## config.mk

```make
export PLATFORM = sky130hd
export DESIGN_NAME = gmii_rx_frame
export DESIGN_NICKNAME = d
export VERILOG_FILES = /design/src/rtl/gmii_rx_pkg.sv /design/src/rtl/crc32_d8.sv /design/src/rtl/gmii_rx_frame.sv
export SDC_FILE = /design/constraint.sdc
export NUM_CORES = 1
export LEC_CHECK = 0
export BUFFER_PORTS_ARGS = -buffer_cell sky130_fd_sc_hd__clkbuf_2
export CAP_MARGIN = 10
export CORE_ASPECT_RATIO = 2
export CORE_MARGIN = 2
export CORE_UTILIZATION = 54
export CTS_CLUSTER_SIZE = 16
export DETAILED_ROUTE_END_ITERATION = 16
export PLACE_DENSITY_LB_ADDON = 0.05
export SLEW_MARGIN = 20
export SYNTH_ARGS = -nofsm -noshare
export SYNTH_HDL_FRONTEND = slang
export SYNTH_SLANG_ARGS = --single-unit
```

## constraint.sdc

```tcl
create_clock -name gmii_rxclk -period 9.35 [get_ports gmii_rxclk]
set_input_delay 0 -clock gmii_rxclk [delete_from_list [all_inputs] [get_ports gmii_rxclk]]
set_output_delay 0 -clock gmii_rxclk [all_outputs]
set_load 0.05 [all_outputs]
```

## src/rtl/gmii_rx_pkg.sv

```systemverilog
// Shared state encoding and framing constants for the GMII receive parser
// and the CRC32 step shared with the transmit framer.
package gmii_rx_pkg;
  typedef enum logic [2:0] {IDLE, PREAMBLE, HEADER, PAYLOAD, DROP} state_t;

  localparam logic [7:0]  PREAMBLE_BYTE = 8'h55;
  localparam logic [7:0]  SFD_BYTE      = 8'hD5;
  localparam logic [31:0] CRC_INIT      = 32'hFFFFFFFF;
  localparam logic [31:0] CRC_RESIDUE   = 32'hDEBB20E3;
  localparam int          HDR_LEN       = 14;
  localparam int          FCS_LEN       = 4;
endpackage

```

## src/rtl/crc32_d8.sv

```systemverilog
// Ethernet CRC32 (reflected polynomial 32'hEDB88320) advanced by one byte,
// data consumed LSB first. Purely combinational.
module crc32_d8 (
  input  logic [31:0] i_crc,
  input  logic [7:0]  i_data,
  output logic [31:0] o_crc
);
  logic [31:0] w_c;

  always_comb begin
    w_c = i_crc;
    for (int i = 0; i < 8; i++) begin
      if (w_c[0] ^ i_data[i]) w_c = {1'b0, w_c[31:1]} ^ 32'hEDB88320;
      else                    w_c = {1'b0, w_c[31:1]};
    end
  end

  assign o_crc = w_c;
endmodule

```

## src/rtl/gmii_rx_frame.sv

```systemverilog
// GMII receive frame parser: strips preamble/SFD, filters on destination MAC
// and EtherType, streams payload without FCS and reports per-frame status.
//
// state    | meaning
// IDLE     | wait for rv rising with 8'h55
// PREAMBLE | consume 8'h55 run until SFD
// HEADER   | 14 header bytes, DA and EtherType filter
// PAYLOAD  | stream through the 4-byte FCS delay line
// DROP     | discard bytes until rv falls
module gmii_rx_frame
  import gmii_rx_pkg::*;
#(
  parameter logic [47:0] MY_MAC      = 48'h000A35000102,
  parameter logic [15:0] ETH_TYPE    = 16'h88B5,
  parameter int          MIN_PAYLOAD = 46,
  parameter int          MAX_PAYLOAD = 1500
) (
  input  logic        gmii_rxclk,
  input  logic        sys_rst,
  input  logic        gmii_rxdv,
  input  logic [7:0]  gmii_rxd,
  output logic [7:0]  pay_data,
  output logic        pay_valid,
  output logic        pay_sof,
  output logic        pay_eof,
  output logic        frame_ok,
  output logic        frame_err,
  output logic [15:0] frame_cnt,
  output logic [15:0] err_cnt
);
  localparam logic [10:0] LEN_MIN  = 11'(MIN_PAYLOAD + FCS_LEN);
  localparam logic [10:0] LEN_MAX  = 11'(MAX_PAYLOAD + FCS_LEN);
  localparam logic [10:0] LEN_OVF  = 11'(MAX_PAYLOAD + FCS_LEN + 1);
  localparam logic [10:0] FCS_CNT  = 11'(FCS_LEN);
  localparam logic [3:0]  HDR_LAST = 4'(HDR_LEN - 1);

  logic        r_rv, r_smp, r_prev_low;
  logic [7:0]  r_rd;
  state_t      r_state, w_state_n;
  logic [31:0] r_crc, w_crc_n, w_crc_calc;
  logic [3:0]  r_hcnt, w_hcnt_n;
  logic [10:0] r_pcnt, w_pcnt_n;
  logic        r_uc, w_uc_n, r_bc, w_bc_n;
  logic [31:0] r_dl, w_dl_n;
  logic [7:0]  r_pay_data, w_pay_data_n;
  logic        r_pay_valid, w_pay_valid_n, r_pay_sof, w_pay_sof_n;
  logic        r_pay_eof, w_pay_eof_n, r_ok, w_ok_n, r_err, w_err_n, w_trunc;
  logic [15:0] r_frame_cnt, r_err_cnt;
  logic [47:0] w_mac_sh;

  assign w_mac_sh = MY_MAC << {r_hcnt, 3'b000};

  crc32_d8 u_crc (.i_crc(r_crc), .i_data(r_rd), .o_crc(w_crc_calc));

  // r_prev_low only trusts r_rv once it holds a real sample, so a frame
  // already running at reset release cannot look like a fresh start.
  always_ff @(posedge gmii_rxclk or posedge sys_rst) begin
    if (sys_rst) begin
      r_rv       <= 1'b0;
      r_rd       <= 8'h00;
      r_smp      <= 1'b0;
      r_prev_low <= 1'b0;
    end else begin
      r_rv       <= gmii_rxdv;
      r_rd       <= gmii_rxd;
      r_smp      <= 1'b1;
      r_prev_low <= r_smp & ~r_rv;
    end
  end

  always_ff @(posedge gmii_rxclk or posedge sys_rst) begin
    if (sys_rst) r_state <= IDLE;
    else         r_state <= w_state_n;
  end

  always_comb begin
    w_state_n     = r_state;
    w_crc_n       = r_crc;
    w_hcnt_n      = r_hcnt;
    w_pcnt_n      = r_pcnt;
    w_uc_n        = r_uc;
    w_bc_n        = r_bc;
    w_dl_n        = r_dl;
    w_pay_data_n  = r_pay_data;
    w_pay_valid_n = 1'b0;
    w_pay_sof_n   = 1'b0;
    w_pay_eof_n   = 1'b0;
    w_ok_n        = 1'b0;
    w_err_n       = 1'b0;
    w_trunc       = 1'b0;
    case (r_state)
      IDLE: begin
        if (r_rv && r_rd == PREAMBLE_BYTE && r_prev_low) w_state_n = PREAMBLE;
      end
      PREAMBLE: begin
        if (!r_rv) w_state_n = IDLE;
        else if (r_rd == SFD_BYTE) begin
          w_state_n = HEADER;
          w_crc_n   = CRC_INIT;
          w_hcnt_n  = 4'd0;
          w_uc_n    = 1'b1;
          w_bc_n    = 1'b1;
        end else if (r_rd != PREAMBLE_BYTE) w_state_n = DROP;
      end
      HEADER: begin
        if (!r_rv) begin
          w_state_n = IDLE;
          w_trunc   = 1'b1;
        end else begin
          w_crc_n  = w_crc_calc;
          w_hcnt_n = r_hcnt + 4'd1;
          if (r_hcnt < 4'd6) begin
            if (r_rd != w_mac_sh[47:40]) w_uc_n = 1'b0;
            if (r_rd != 8'hFF)           w_bc_n = 1'b0;
            if (!w_uc_n && !w_bc_n)      w_state_n = DROP;
          end else if (r_hcnt == HDR_LAST - 4'd1) begin
            if (r_rd != ETH_TYPE[15:8]) w_state_n = DROP;
          end else if (r_hcnt == HDR_LAST) begin
            if (r_rd != ETH_TYPE[7:0]) w_state_n = DROP;
            else begin
              w_state_n = PAYLOAD;
              w_pcnt_n  = 11'd0;
            end
          end
        end
      end
      PAYLOAD: begin
        if (!r_rv) begin
          w_state_n = IDLE;
          if (r_pcnt <= FCS_CNT) w_trunc = 1'b1;
          else begin
            w_pay_eof_n = 1'b1;
            if (r_crc == CRC_RESIDUE && r_pcnt >= LEN_MIN && r_pcnt <= LEN_MAX) w_ok_n = 1'b1;
            else w_err_n = 1'b1;
          end
        end else begin
          w_crc_n  = w_crc_calc;
          w_pcnt_n = r_pcnt + 11'd1;
          w_dl_n   = {r_dl[23:0], r_rd};
          if (r_pcnt + 11'd1 == LEN_OVF) begin
            w_state_n   = DROP;
            w_pay_eof_n = 1'b1;
            w_err_n     = 1'b1;
          end else if (r_pcnt >= FCS_CNT) begin
            w_pay_valid_n = 1'b1;
            w_pay_data_n  = r_dl[31:24];
            w_pay_sof_n   = (r_pcnt == FCS_CNT);
          end
        end
      end
      DROP: begin
        if (!r_rv) w_state_n = IDLE;
      end
      default: w_state_n = IDLE;
    endcase
  end

  always_ff @(posedge gmii_rxclk or posedge sys_rst) begin
    if (sys_rst) begin
      r_crc       <= CRC_INIT;
      r_hcnt      <= 4'd0;
      r_pcnt      <= 11'd0;
      r_uc        <= 1'b0;
      r_bc        <= 1'b0;
      r_dl        <= 32'h0;
      r_pay_data  <= 8'h00;
      r_pay_valid <= 1'b0;
      r_pay_sof   <= 1'b0;
      r_pay_eof   <= 1'b0;
      r_ok        <= 1'b0;
      r_err       <= 1'b0;
      r_frame_cnt <= 16'h0;
      r_err_cnt   <= 16'h0;
    end else begin
      r_crc       <= w_crc_n;
      r_hcnt      <= w_hcnt_n;
      r_pcnt      <= w_pcnt_n;
      r_uc        <= w_uc_n;
      r_bc        <= w_bc_n;
      r_dl        <= w_dl_n;
      r_pay_data  <= w_pay_data_n;
      r_pay_valid <= w_pay_valid_n;
      r_pay_sof   <= w_pay_sof_n;
      r_pay_eof   <= w_pay_eof_n;
      r_ok        <= w_ok_n;
      r_err       <= w_err_n;
      if (w_ok_n && r_frame_cnt != 16'hFFFF) r_frame_cnt <= r_frame_cnt + 16'd1;
      if ((w_err_n || w_trunc) && r_err_cnt != 16'hFFFF) r_err_cnt <= r_err_cnt + 16'd1;
    end
  end

  assign pay_data  = r_pay_data;
  assign pay_valid = r_pay_valid;
  assign pay_sof   = r_pay_sof;
  assign pay_eof   = r_pay_eof;
  assign frame_ok  = r_ok;
  assign frame_err = r_err;
  assign frame_cnt = r_frame_cnt;
  assign err_cnt   = r_err_cnt;
endmodule

```

Word-level counts from Yosys, hierarchy flattened
Cells that the tools add are included.
{"block": "classes", "addsub": 4, "order_cmp": 5, "n_eq_ne": 35, "n_shift": 1, "muxes": 78, "bitwise_logic": 19, "reduce_logical": 22}
{"operator": "$mux W32", "n": 11}
{"operator": "$not A13 Y14", "n": 8}
{"operator": "$mux W11", "n": 6}
{"operator": "$pmux W32 S2", "n": 1}
{"operator": "$shl A36 B7 Y48 const A", "n": 1}
{"operator": "$mux W3", "n": 14}
{"operator": "$mux W1", "n": 37}
{"operator": "$add A16 B1 Y16 const B", "n": 2}
{"operator": "$eq A32 B32 Y1 const B", "n": 1}
{"operator": "$ne A16 B16 Y1 const B", "n": 2}
{"operator": "$ne A8 B8 Y1 const B", "n": 3}
{"operator": "$ne A2 B2 Y1 const B", "n": 11}
{"operator": "$pmux W11 S2", "n": 1}
{"operator": "$pmux W3 S5", "n": 1}
{"operator": "$reduce_and A7 Y1", "n": 2}
{"operator": "$mux W4", "n": 3}
{"operator": "$reduce_and A4 Y1", "n": 3}
{"operator": "$add A11 B1 Y11 const B", "n": 1}
{"operator": "$eq A11 B11 Y1 const B", "n": 1}
{"operator": "$eq A11 B3 Y1 const B", "n": 1}
{"operator": "$ge A11 B3 Y1 const B", "n": 1}
{"operator": "$ge A11 B6 Y1 const B", "n": 1}
{"operator": "$le A11 B11 Y1 const B", "n": 1}
{"operator": "$le A11 B3 Y1 const B", "n": 1}
{"operator": "other kinds (27)", "n": 50}
{"block": "word_totals", "regBits": 140, "input_bits": 11, "output_inout_bits": 45}

Logic depth before layout (Yosys ltp)
{"block": "logic_depth", "depth_word": 18, "depth_mapped": 9}

Cells and area by module
From an unflattened synthesis, not the netlist that was laid out.
{"block": "hier_totals", "cells_unflattened": 732, "area_unflattened_um2": 7430.9}
{"mod": "gmii_rx_frame", "instances": 1, "cells_each": 666, "area_each_um2": 6461.2, "seq_area_each_um2": 3543.4}
{"mod": "crc32_d8", "instances": 1, "cells_each": 66, "area_each_um2": 969.7, "seq_area_each_um2": 0.0}

Worst setup path before layout
OpenSTA, ideal clock, no wires.
{"block": "synth_path", "path_type": "register -> register", "startpoint": "reg r_pcnt[1]", "endpoint": "reg r_state[0]", "setup_time_ns": 0.125, "arrival_ns": 2.358, "t_required_ns": 9.225, "path_slack_ns": 6.867, "path_stages_with_launch": 8, "period_less_slack_ns": 2.483, "path_cell_list": "dfrtp_1 -> ha_1 -> or4b_1 -> o31a_1 -> a32oi_2 -> a31oi_1 -> a311oi_1 -> mux2_2"}
{"block": "synth_via", "elab_chain_len": 4}
{"element": "from (decl)", "line": "gmii_rx_frame.sv:42", "text": "logic [10:0] r_pcnt, w_pcnt_n;"}
{"element": "from (signal assigned)", "line": "gmii_rx_frame.sv:177", "text": "r_pcnt <= w_pcnt_n;"}
{"element": "$add A11 B1 Y11", "line": "gmii_rx_frame.sv:140", "text": "if (r_pcnt + 11'd1 == LEN_OVF) begin"}
{"element": "$eq A11 B11 Y1", "line": "gmii_rx_frame.sv:140"}
{"element": "$ne A3 B3 Y1 (no line)"}
{"element": "$reduce_and A7 Y1 (no line)"}
{"element": "to (signal assigned)", "line": "gmii_rx_frame.sv:73", "text": "else r_state <= w_state_n;"}
{"element": "to (decl)", "line": "gmii_rx_frame.sv:39", "text": "state_t r_state, w_state_n;"}
No other way between the ends.
A chain may end at the register's enable or synchronous reset.

Worst setup path in the final report
{"block": "layout_path", "startpoint": "reg r_state[2]", "endpoint": "reg r_err_cnt[7] (netlist: err_cnt[7])"}
{"block": "layout_via", "elab_chain_len": 4, "word_cells_on_any_way": 6}
{"element": "$eq A3 B2 Y1", "line": "gmii_rx_frame.sv:91", "text": "case (r_state)"}
{"element": "$pmux W1 S2 or $mux W1 (tied branches)", "line": "gmii_rx_frame.sv:91"}
{"element": "$logic_or A1 B1 Y1 *", "line": "gmii_rx_frame.sv:188", "text": "if ((w_err_n || w_trunc) && r_err_cnt != 16'hFFFF) r_err_cnt <= r_err_cnt + 16'd1;"}
{"element": "$logic_and A1 B1 Y1 *", "line": "gmii_rx_frame.sv:188"}
{"element": "to (signal assigned)", "line": "gmii_rx_frame.sv:188"}
{"element": "to (decl)", "line": "gmii_rx_frame.sv:48", "text": "logic [15:0] r_frame_cnt, r_err_cnt;"}
Mark *: on every way between the ends. The rest lies on a longest branch, timed or not.

==> out/metrics.cfg <==
[detailed_routing]
first_pass_iters=4
vias=5461
wl_per_cell_um=18.3
met1_length_mm=6.29
routed.top_layer=met4
via_per_inst=5.82
antenna_left=0
routed_wl_mm=17.1
drc=0
drt-initial-drc-count=307
wl_met3_um=463
dr_wl_met2_mm=9.67

[global_route]
grt_max_degree=76
overflow=0
grt_pass1_wl_mm=28.4
antenna_found_initial=0
grt_usage_pct=25.1
grt_pass1_vias=5582

[cts]
root_buffer=clkbuf_16
ctsLongestPathBuffers=2
clock_sinks=140
cts_setup_buffers=0
path_clk_slew_ns=0.07
cts_buffers=17
htreeDepth=4
clk_latency_ns=0.42
cts_tree=built

[synth]
synth-edff-count=0
synth_ff_type=dfrtp_1
synth_area_per_cell_um2=10.1
syn_inst=719
yosys_warnings=0
ys_types=68
syn_nets=739
synth_top_area_share_pct=37.3
async_flop_share_pct=100
synth.largest_area_cell=dfrtp_1
syn-cell-area_um2=7250
ys_ff_latch=140
synth_area_leaders=dfrtp_1, dfstp_2, xnor2_1
ys_seq_area_share_pct=48.9

[worst_setup_path]
reg2reg_to=err_cnt[7]$_DFFE_PP0P_
crit_required_ns=9.62
slowest_stage=a2111oi_1
crit_chain=nand2b_1 > nor3_2 > and2_1 > buf_4 > nand4_4 > a2111oi_1 > xor2_1
reg2reg_setup_slack_ns=6.56
rr_startpoint=r_state[2]$_DFFE_PP0P_
path_max_fanout=39
cpPeakStageDelay_ns=0.62
critPathLaunchType=flop
critical_path_class=flop to flop
crit_arrival_ns=3.06
r2r.worst_path.cells=7
worstSetupEndpointType=flop

[flow_run]
drv_cap=0

[layout]
drive_above_1_share_pct=20.5
mostFrequentLayoutCells=nand2_1, dfrtp_1, xnor2_1, nor2_1, clkbuf_2
final_common_cell=nand2_1
antennaDiodeCount=0
fin_area_um2=8290
nNetsFinal=793
ff_latch_area_um2=3540
multiInputGateArea_um2=3510
area_delta_synth_final_pct=14.3
fillerInstances=1115

[sta]
post-route-period-util_pct=29.8
finalClockSkew_ns=0.0100
maxSlewViolCount=0
tightest_slew_ns=0.991
relSlewSlack_pct=33.5
finalSetupViolations=0
clock.fmax_mhz=359
timing.final.hold_violations=0
min_period_ns=2.79
rsz0062_at_grt=no
tns_ns=0

[hold_path]
min_path_cells=2
min_path_type=input port to flop
min-delay-start=gmii_rxd[7]
min_to=r_rd[7]$_DFF_PP0_

[die]
coreArea_um2=13100
rows=59
die_width_um=86.0
die_area_um2=14400
dieHeight_um=168
ioPinCount=56
initial_core_util_pct=55.5

[power_and_ir_drop]
share_seq_of_total_power_pct=36.0
p_int_mw=1.60
power_frac_comb_pct=39.4
p_clk_share_pct=24.5
p_per_area_nw_per_um2=320
p_leak_nw=3.80
sw_frac_of_total_pct=39.9
irDropWorstVdd_uv=356
p_sw_mw=1.06

[placement]
portBuffers=55
dp_hpwl_mm=12.2
dpl-instance-area_um2=7620
gp_congestion=0.896

[run_status]
status=finished clean

## routing by layer
metal  up-vias  GRT usage (%)
met1      2688           26.7
met4         0           14.6
met3        42           3.43
met2       151           45.9
met5         -              0
li1       2580              -
## how the worst max path moves through the flow
stage                     cells after the start                    from                 endpoint
final                                         7  r_state[2]$_DFFE_PP0P_   err_cnt[7]$_DFFE_PP0P_
after global placement                        6  r_state[1]$_DFFE_PP0P_   r_state[0]$_DFFE_PP0P_
after floorplan                               1                 sys_rst   err_cnt[0]$_DFFE_PP0P_
after global routing                          7  r_state[2]$_DFFE_PP0P_  pay_data[6]$_DFFE_PP0P_
after CTS                                     7  r_state[2]$_DFFE_PP0P_   err_cnt[7]$_DFFE_PP0P_
after detailed placement                      7  r_state[2]$_DFFE_PP0P_   err_cnt[7]$_DFFE_PP0P_
## critical path: cells and delay by family (launching register included)
family,cells,cell delay (ns)
simple gates,4,1.05
buf+inv,1,0.38
compound gates,1,0.62
flops,1,0.46
xor+xnor,1,0.13
## Yosys cell counts, types with 6 or more instances
library cell and count:
nand2_1 130, dfrtp_1 108, xnor2_1 69, nor2_1 58
dfstp_2 32, xor2_1 30, a21oi_1 27, clkbuf_1 27
nand3_1 24, o21ai_0 18, nand4_1 16, a31oi_1 11
and3_1 11, inv_1 11, mux2_2 11, a211oi_1 9
ha_1 9, nand4b_1 7, nor3_1 7, and4_1 6
nor2b_1 6
## cells by family (layout without fill, tap and decap cells)
group,after synthesis,after routing,share of synthesized area [%]
adders and majority gates,9,9,1.55
AOI/OAI and AO/OA,99,99,9.45
buffers and inverters,48,115,2.76
other,1,1,0.0517
and+or+nand+nor,296,296,20.4
muxes,18,18,2.76
xor gates and xnor gates,108,108,14.1
DFF,140,140,48.9
## what timing repair did
action	in CTS	in global routing
hold endpoints to repair	78	0
gates resized for setup	0	0
hold buffers	10	0
## final cells by class
| cell class | count | share of cell area (%) |
|---|---|---|
| Multi-Input combinational cell | 531 | 42.4 |
| Sequential cell | 140 | 42.7 |
| Timing Repair Buffer | 71 | 5.07 |
| Clock buffer | 17 | 5.13 |
| Tap cell | 152 | 2.29 |
| Clock inverter | 15 | 1.81 |
| Inverter | 12 | 0.604 |
## state kept, by name, summed over array words and instances, names as in the netlist, 4 cells and up
| name | cells |
|---|---|
| r_hcnt | 4 |
| frame_cnt | 16 |
| r_crc | 32 |
| pay_data | 8 |
| err_cnt | 16 |
| r_dl | 32 |
| r_rd | 8 |
| r_pcnt | 11 |
## metrics by stage
stage / std cells / total power [mW] / setup slack [ns] / hold WS [ns] / util (%)
2_1_floorplan: 719 / 1.76 / 5.65 / 0.0314 / -
3_3_place_gp: 896 / 1.98 / 6.65 / 0.108 / 58.3
3_5_place_dp: 896 / 2.01 / 6.60 / 0.110 / 58.3
4_1_cts: 938 / 2.67 / 6.57 / 0.199 / 63.5
5_1_grt: 938 / 2.81 / 6.42 / 0.222 / 63.5
6_report: 938 / 2.66 / 6.56 / 0.224 / 63.5
## power groups by stage
| stage | Combinational, mW | Sequential (mW) | Clock [mW] |
|---|---|---|---|
| 3_3_place_gp | 1.03 | 0.955 | 0 |
| 4_1_cts | 1.06 | 0.953 | 0.666 |
| 3_5_place_dp | 1.04 | 0.963 | 0 |
| 2_1_floorplan | 0.831 | 0.926 | 0 |
| 6_report | 1.05 | 0.957 | 0.651 |
| 5_1_grt | 1.15 | 0.974 | 0.691 |
Note: power is estimated with default switching activity, not from simulation.
